--- src/rtl/cpu_pkg.sv ---
// Shared encodings for the SlimProc multi-cycle control unit:
// sequencer states, opcode map, instruction classes and ALU op codes.
package cpu_pkg;

  typedef enum logic [2:0] {
    S_FETCH  = 3'd0,
    S_DECODE = 3'd1,
    S_EXEC   = 3'd2,
    S_MEM    = 3'd3,
    S_WB     = 3'd4,
    S_IRQ    = 3'd5
  } state_t;

  typedef enum logic [3:0] {
    C_NOP,
    C_ALU,
    C_LD,
    C_ST,
    C_BEQ,
    C_BNE,
    C_JMP,
    C_EI,
    C_DI
  } cls_t;

  localparam logic [7:0] OP_NOP = 8'h00;
  localparam logic [7:0] OP_ADD = 8'h01;
  localparam logic [7:0] OP_SUB = 8'h02;
  localparam logic [7:0] OP_AND = 8'h03;
  localparam logic [7:0] OP_OR  = 8'h04;
  localparam logic [7:0] OP_LD  = 8'h10;
  localparam logic [7:0] OP_ST  = 8'h11;
  localparam logic [7:0] OP_BEQ = 8'h20;
  localparam logic [7:0] OP_BNE = 8'h21;
  localparam logic [7:0] OP_JMP = 8'h22;
  localparam logic [7:0] OP_EI  = 8'h30;
  localparam logic [7:0] OP_DI  = 8'h31;

  localparam logic [15:0] ALU_ADD = 16'h0000;
  localparam logic [15:0] ALU_SUB = 16'h0001;
  localparam logic [15:0] ALU_AND = 16'h0002;
  localparam logic [15:0] ALU_OR  = 16'h0003;
  localparam logic [15:0] ALU_NOP = 16'h0011;

  function automatic logic op_known(input logic [7:0] op);
    case (op)
      OP_NOP, OP_ADD, OP_SUB, OP_AND, OP_OR,
      OP_LD, OP_ST, OP_BEQ, OP_BNE, OP_JMP,
      OP_EI, OP_DI: op_known = 1'b1;
      default:      op_known = 1'b0;
    endcase
  endfunction

endpackage

--- src/rtl/cpu_controlunit_decode.sv ---
// Combinational decode of the latched opcode into an instruction
// class and ALU operation; unknown or wide opcodes decode as NOP.
module cpu_controlunit_decode
  import cpu_pkg::*;
#(
  parameter int OPCODE_W = 8
) (
  input  logic [OPCODE_W-1:0] op,
  output cls_t                cls,
  output logic [15:0]         alu_op,
  output logic                illegal
);

  logic hi_bad;

  assign hi_bad = (op >> 8) != '0;

  always_comb begin
    cls     = C_NOP;
    alu_op  = ALU_NOP;
    illegal = 1'b0;
    case (op[7:0])
      OP_ADD: begin cls = C_ALU; alu_op = ALU_ADD; end
      OP_SUB: begin cls = C_ALU; alu_op = ALU_SUB; end
      OP_AND: begin cls = C_ALU; alu_op = ALU_AND; end
      OP_OR:  begin cls = C_ALU; alu_op = ALU_OR;  end
      OP_LD:  cls = C_LD;
      OP_ST:  cls = C_ST;
      OP_BEQ: cls = C_BEQ;
      OP_BNE: cls = C_BNE;
      OP_JMP: cls = C_JMP;
      OP_EI:  cls = C_EI;
      OP_DI:  cls = C_DI;
      OP_NOP: cls = C_NOP;
      default: illegal = 1'b1;
    endcase
    if (hi_bad) begin
      cls     = C_NOP;
      alu_op  = ALU_NOP;
      illegal = 1'b1;
    end
  end

endmodule

--- src/rtl/cpu_controlunit_seq.sv ---
// SlimProc multi-cycle sequencer: FETCH/DECODE/EXEC/MEM/WB with memory
// stalls and maskable interrupts taken at instruction boundaries.
module cpu_controlunit_seq
  import cpu_pkg::*;
#(
  parameter int          OPCODE_W   = 8,
  parameter int          ALU_OP_W   = 16,
  parameter logic [31:0] IRQ_VECTOR = 32'd0
) (
  input  logic                clk,
  input  logic                reset,
  input  logic                interrupt,
  input  logic [OPCODE_W-1:0] opcode,
  input  logic                mem_ready,
  input  logic                alu_zero,
  output logic [ALU_OP_W-1:0] alu_opcode,
  output logic                ir_load,
  output logic                pc_write,
  output logic                jump,
  output logic                reg_dst,
  output logic                reg_write,
  output logic                mem_read,
  output logic                mem_write,
  output logic                memtoreg,
  output logic                beq,
  output logic                bne,
  output logic                irq_ack,
  output logic [31:0]         vector_out,
  output logic                illegal
);

  state_t                state_q, state_d;
  logic                  ie_q, ie_d;
  logic                  illegal_q, illegal_d;
  logic [OPCODE_W-1:0]   op_q, op_d;
  cls_t                  cls;
  logic [15:0]           dec_alu;
  logic                  dec_ill;
  logic                  live_ill;
  logic                  boundary;

  cpu_controlunit_decode #(.OPCODE_W(OPCODE_W)) u_dec (
    .op      (op_q),
    .cls     (cls),
    .alu_op  (dec_alu),
    .illegal (dec_ill)
  );

  assign live_ill = !op_known(opcode[7:0]) || ((opcode >> 8) != '0);

  always_ff @(posedge clk or posedge reset) begin
    if (reset) begin
      state_q   <= S_FETCH;
      ie_q      <= 1'b0;
      illegal_q <= 1'b0;
      op_q      <= '0;
    end else begin
      state_q   <= state_d;
      ie_q      <= ie_d;
      illegal_q <= illegal_d;
      op_q      <= op_d;
    end
  end

  always_comb begin
    state_d    = state_q;
    ie_d       = ie_q;
    illegal_d  = illegal_q;
    op_d       = op_q;
    boundary   = 1'b0;
    alu_opcode = ALU_OP_W'(ALU_NOP);
    ir_load    = 1'b0;
    pc_write   = 1'b0;
    jump       = 1'b0;
    reg_dst    = 1'b0;
    reg_write  = 1'b0;
    mem_read   = 1'b0;
    mem_write  = 1'b0;
    memtoreg   = 1'b0;
    beq        = 1'b0;
    bne        = 1'b0;
    irq_ack    = 1'b0;
    vector_out = 32'd0;
    case (state_q)
      S_FETCH: begin
        mem_read = 1'b1;
        ir_load  = mem_ready;
        if (mem_ready) state_d = S_DECODE;
      end
      S_DECODE: begin
        op_d    = opcode;
        state_d = S_EXEC;
        if (live_ill) illegal_d = 1'b1;
      end
      S_EXEC: begin
        alu_opcode = ALU_OP_W'(dec_alu);
        case (cls)
          C_ALU: state_d = S_WB;
          C_LD, C_ST: state_d = S_MEM;
          C_BEQ: begin
            beq      = 1'b1;
            pc_write = alu_zero;
            boundary = 1'b1;
          end
          C_BNE: begin
            bne      = 1'b1;
            pc_write = !alu_zero;
            boundary = 1'b1;
          end
          C_JMP: begin
            jump     = 1'b1;
            pc_write = 1'b1;
            boundary = 1'b1;
          end
          C_EI: begin
            ie_d     = 1'b1;
            boundary = 1'b1;
          end
          C_DI: begin
            ie_d     = 1'b0;
            boundary = 1'b1;
          end
          default: boundary = 1'b1;
        endcase
      end
      S_MEM: begin
        mem_read  = (cls == C_LD);
        mem_write = (cls != C_LD);
        if (mem_ready) begin
          if (cls == C_LD) state_d = S_WB;
          else             boundary = 1'b1;
        end
      end
      S_WB: begin
        reg_write = 1'b1;
        reg_dst   = (cls == C_ALU);
        memtoreg  = (cls == C_LD);
        boundary  = 1'b1;
      end
      S_IRQ: begin
        irq_ack    = 1'b1;
        jump       = 1'b1;
        pc_write   = 1'b1;
        vector_out = IRQ_VECTOR;
        ie_d       = 1'b0;
        state_d    = S_FETCH;
      end
      default: state_d = S_FETCH;
    endcase
    // EI/DI in this EXEC already count when deciding the boundary
    if (boundary) state_d = (interrupt && ie_d) ? S_IRQ : S_FETCH;
    if (reset) begin
      alu_opcode = ALU_OP_W'(ALU_NOP);
      ir_load    = 1'b0;
      pc_write   = 1'b0;
      jump       = 1'b0;
      reg_dst    = 1'b0;
      reg_write  = 1'b0;
      mem_read   = 1'b0;
      mem_write  = 1'b0;
      memtoreg   = 1'b0;
      beq        = 1'b0;
      bne        = 1'b0;
      irq_ack    = 1'b0;
      vector_out = 32'd0;
    end
  end

  assign illegal = illegal_q & ~reset;

  logic unused_dec;
  assign unused_dec = dec_ill;

endmodule

--- config.mk ---
export PLATFORM = sky130hd
export DESIGN_NAME = cpu_controlunit_seq
export DESIGN_NICKNAME = d
export VERILOG_FILES = /design/src/rtl/cpu_pkg.sv /design/src/rtl/cpu_controlunit_decode.sv /design/src/rtl/cpu_controlunit_seq.sv
export SDC_FILE = /design/constraint.sdc
export NUM_CORES = 1
export LEC_CHECK = 0
export ABC_AREA = 1
export BUFFER_PORTS_ARGS = -buffer_cell sky130_fd_sc_hd__buf_4
export CAP_MARGIN = 40
export CORE_ASPECT_RATIO = 0.75
export CORE_MARGIN = 2
export CORE_UTILIZATION = 40
export CTS_CLUSTER_DIAMETER = 150
export DETAILED_ROUTE_END_ITERATION = 10
export PLACE_DENSITY = 0.73
export SLEW_MARGIN = 20
export SYNTH_ARGS = -nofsm -noshare
export SYNTH_HDL_FRONTEND = slang
export SYNTH_SLANG_ARGS = --single-unit
--- constraint.sdc ---
create_clock -name clk -period 2.2 [get_ports clk]
set_clock_uncertainty 0.1 [all_clocks]
set_input_delay 0.22 -clock clk [delete_from_list [all_inputs] [get_ports clk]]
set_output_delay 0.22 -clock clk [all_outputs]
set_load 0.03 [all_outputs]
-- Word level (Yosys, flattened, before mapping)
Index checks and enable logic that the tools add are counted.
- equal/unequal tests: 41
- mux-type cells: 44
- bitwise logic cells: 3
- reductions and logical operators: 10
- operator list (operator ; count):
    8-bit by 6-bit equality test with 1-bit output, second input constant ; 10
    8-bit by 2-bit equality test with 1-bit output, second input constant ; 4
    8-bit by 5-bit equality test with 1-bit output, second input constant ; 4
    16-bit two-way mux ; 2
    4-bit case mux with 8 select lines ; 1
    1-bit two-way mux ; 26
    5-bit case mux with 4 select lines ; 1
    4-bit by 3-bit equality test with 1-bit output, second input constant ; 4
    8-bit by 1-bit equality test with 1-bit output, second input constant ; 2
    8-bit by 3-bit equality test with 1-bit output, second input constant ; 2
    3-bit two-way mux ; 5
    3-bit case mux with 5 select lines ; 1
    12-bit OR reduction ; 1
    1-bit case mux with 2 select lines ; 5
    3-bit inequality test, second input constant ; 3
    4-bit by 2-bit equality test with 1-bit output, second input constant ; 2
    8-bit logical NOT ; 1
    3-bit by 2-bit equality test with 1-bit output, second input constant ; 2
    3-bit equality test, second input constant ; 2
    1-bit case mux with 3 select lines ; 2
    3-bit case mux with 2 select lines ; 1
    5-bit AND reduction ; 1
    4-bit by 1-bit equality test with 1-bit output, second input constant ; 1
    4-bit equality test, second input constant ; 1
    other kinds (13) ; 14
- register bits: 13
- input port bits: 13

-- Logic depth before layout (Yosys ltp)
- word-level depth: 9
- mapped depth: 10
- gate-level depth less buffers: 10

-- Hierarchy
From an unflattened synthesis, not the netlist that was laid out.
- cell total of the unflattened synthesis: 251
- area total of the unflattened synthesis: 1569.0 µm²
- by module, submodules not included (module ; instances ; cells each ; area an instance (µm²) ; seq. area each (µm²)):
    cpu_controlunit_seq ; 1 ; 188 ; 1231.2 ; 325.3
    cpu_controlunit_decode ; 1 ; 63 ; 337.8 ; 0.0

-- Least setup slack after synthesis
Ideal clock, no wire load.
- path type: reg-to-output
- start: reg op_q[7]
- end: out beq
- data arrival time: 1658 ps
- required time: 1880 ps
- slack: 222 ps
- stages on the path, launching flop included: 9
- cells stage by stage: dfrtp_1 -> inv_1 -> nand2_1 -> nor3_2 -> and2_1 -> nor2_1 -> nand3_1 -> nand2_1 -> nor3_1
- word-level cells in the longest chain between the ends: 7
- elaborated cells on any way between the ends: 17
- those cells by class: eq/ne (12); mux (4); reduce/logical (1)
- RTL lines (element ; line ; text):
    from (decl) ; cpu_controlunit_seq.sv:35 ; logic [OPCODE_W-1:0] op_q, op_d;
    from (signal assigned) ; cpu_controlunit_seq.sv:61 ; op_q <= op_d;
    8-bit by 1-bit equality test with 1-bit output (tied with other cells) ; - ;
    4-bit OR reduction (no source line) ; - ;
    4-bit case mux with 8 select lines (*) ; cpu_controlunit_decode.sv:22 ; case (op[7:0])
    4-bit by 3-bit equality test with 1-bit output (*) ; cpu_controlunit_seq.sv:97 ; case (cls)
    1-bit two-way mux (*) ; cpu_controlunit_seq.sv:97 ;
    1-bit two-way mux (*) ; cpu_controlunit_seq.sv:84 ; case (state_q)
    1-bit two-way mux (*) ; cpu_controlunit_seq.sv:152 ; if (reset) begin
    to (decl) ; cpu_controlunit_seq.sv:25 ; output logic beq,
Mark *: on every way between the ends. The rest lies on a longest branch, timed or not.

-- Final worst setup path
- start: reg op_q[6]
- end: out pc_write
- word-level cells in the longest chain between the ends: 7
- elaborated cells on any way between the ends: 19
- those cells by class: eq/ne (14); mux (4); reduce/logical (1)
- RTL lines (element ; line ; text):
    8-bit by 1-bit equality test with 1-bit output (tied with other cells) ; - ;
    4-bit OR reduction (no source line) ; - ;
    4-bit case mux with 8 select lines (*) ; cpu_controlunit_decode.sv:22 ;
    4-bit by 3-bit equality test with 1-bit output ; cpu_controlunit_seq.sv:97 ;
    1-bit case mux with 3 select lines (*) ; cpu_controlunit_seq.sv:97 ;
    1-bit case mux with 2 select lines (*) ; cpu_controlunit_seq.sv:84 ;
    1-bit two-way mux (*) ; cpu_controlunit_seq.sv:152 ;
    to (decl) ; cpu_controlunit_seq.sv:18 ; output logic pc_write,
Marked as above.

==> results_dict.tcl <==
set metrics [dict create \
    status "completed" \
    cts_buffers 3 \
    crit_required_ns 1.88 \
    vias 1157 \
    synthSimpleGateAreaFrac 0.3279 \
    synth_area_sq_um 1313 \
    min_period_over_period 0.9185 \
    ir_drop_v 0.0004089 \
    end_kind "primary output" \
    dp_slack_ns 0.3772 \
    drt_iter0_drc 51 \
    final_cell_mix "conb_1 (45), nand2_1 (43), buf_4 (29)" \
    p_per_area_nw_per_um2 1019 \
    syn_to_final_growth_pct 11.63 \
    grt_pass1_wl_mm 4.195 \
    clkSlewWorstSetupHoldPaths_ns 0.05 \
    cp_max_fo 4 \
    core_area_sq_um 3042 \
    io_pins 73 \
    fin_crit_ns 2.021 \
    grt_pass1_vias 966 \
    synth_top_area_share 0.2574 \
    synth_seq_cells 13 \
    die_x_um 70.15 \
    crit_arrival_ns 1.70 \
    final_hold_viol_count 0 \
    synth_fa_ha_area_frac 0 \
    setup_tns_ns 0 \
    antenna_found_initial 0 \
    num_rows 17 \
    cts_htree_levels 1 \
    first_pass_iters 4 \
    portBuffers 27 \
    start_util 0.4315 \
    cts-root-buf "clkbuf_8" \
    grtUsageTotal 0.1428 \
    path_class "reg2out" \
    grt_max_degree 19 \
    synth-seq-area-share 0.2479 \
    max_freq_mhz 494.9 \
    synth_top_family_by_area "buffers and inverters" \
    wl_mm 2.615 \
    nets 246 \
    drcViolationCount 0 \
    synth.area.top_cells "buf_4 (26%), dfrtp_1 (25%), nand2_1 (12%), nor2_1 (6.3%), inv_1 (5.7%)" \
    ant_nets 0 \
    synth_xor_area_frac 0 \
    setup_violations 0 \
    synth_area_per_cell_sq_um 6.530 \
    synth_compound_area_frac 0.08866 \
    min_path_type "in2reg" \
    layout_setup_ws_ns 0.1792 \
    final_common_cell "conb_1" \
    p_leak_nw 0.8147 \
    overflow 0 \
    muxShareOfSynthArea 0 \
    yosysTopAreaCell "buf_4" \
    antennaDiodeCount 0 \
    clock-sinks 13 \
    dieArea_sq_um 3760 \
    routedWlPerCell_um 9.685 \
    ys_types 26 \
    clock_path_buffers 2 \
    synthCells 201 \
    synth_warnings 0 \
    via_per_inst 4.285 \
    clk_latency_ns 0.24 \
    max_cap_viol_count 0 \
    die_h_um 53.61 \
    drv_slew 0 \
    start_kind "flip-flop" \
    layout-drive-gt1-share 0.2069 \
    dp.final_hpwl_mm 2.132 \
    cts_tree "done" \
    gp_congestion 0.8658 \
]
[registers in the layout (all words and copies together), names as in the netlist]
signal,flops
op_q,8
state_q,3
ie_q,1
illegal_q,1
[worst paths after layout]
check / to / from / slack (ns) / cells past startpoint
max: pc_write / op_q[6]$_DFFE_PP0P_ / 0.18 / 9
min: op_q[4]$_DFFE_PP0P_ / opcode[4] / 0.1 / 3
max reg2reg: state_q[0]$_DFFE_PP0P_ / op_q[6]$_DFFE_PP0P_ / 0.57 / 7
min reg2reg: illegal_q$_DFFE_PP0P_ / illegal_q$_DFFE_PP0P_ / 0.35 / 2
max in group asynchronous: op_q[4]$_DFFE_PP0P_ / reset / 1.31 / 4
min in group asynchronous: op_q[2]$_DFFE_PP0P_ / reset / 0.53 / 4
[layout make-up]
type	instances	area, sq um
fill	331	1577
multi-input combinational	161	729.5
sequential	13	325.3
timing repair buffer	30	227.7
inverter	24	90.09
tap	38	47.55
clock buffer	4	45.04
[worst max-delay path: stages (launching register included)]
cell and delay (ns):
dfrtp_1 0.38, inv_1 0.07, nand2_1 0.11, nor3_4 0.21, and2_4 0.20, nand2_1 0.05, o211ai_1 0.07, nand2_1 0.07
a21oi_1 0.13, buf_4 0.18
[routing by layer]
layer	global-route usage	vias up	part of all wire
li1	-	600	-
met1	0.2057	497	0.51
met2	0.2048	56	0.40
met3	0.02622	4	0.080
met4	0.07372	0	0.010
met5	0	-	0
[cells by family after synthesis]
| logic type | Yosys count |
|---|---|
| AND/OR/NAND/NOR | 95 |
| flip-flops | 13 |
| AO/OA/AOI/OAI | 21 |
| buffers and inverters | 71 |
| other | 1 |
[metrics by stage]
stage	cell area [sq um]	hold WS (ns)	power, W	util	instances
2_1_floorplan	1478	0.2184	0.001129	-	245
3_3_place_gp	1396	0.2219	0.001242	0.4591	265
3_5_place_dp	1396	0.2279	0.001255	0.4591	265
4_1_cts	1451	0.08462	0.001477	0.4772	270
5_1_grt	1465	0.1167	0.001645	0.4817	270
6_report	1465	0.09530	0.001493	0.4817	270
[synthesized netlist by cell type, drive strengths merged]
library cell  number
clkbuf             2
inv               24
nand3b             1
nor2              25
o21ai             11
a21boi             1
buf               45
a211oi             1
o21a               1
nor3               8
a21oi              5
nand3             11
o22ai              1
conb               1
nand4              2
and2               1
dfrtp             13
nand2             47
o211ai             1
[power breakdown]
part           leakage [nW]  switching, W  internal, W
Sequential            0.159     0.0000885     0.000341
Combinational         0.633      0.000601     0.000252
Clock                0.0228     0.0000825     0.000128
[timing repair]
action / CTS / global route
hold buffers: 1 / 0
hold endpoints to repair: 13 / 0
setup buffers: 0 / 0
setup endpoints to repair: 0 / 2
resized for setup: 0 / 3
No activity file was read; power rests on OpenSTA's default activity.
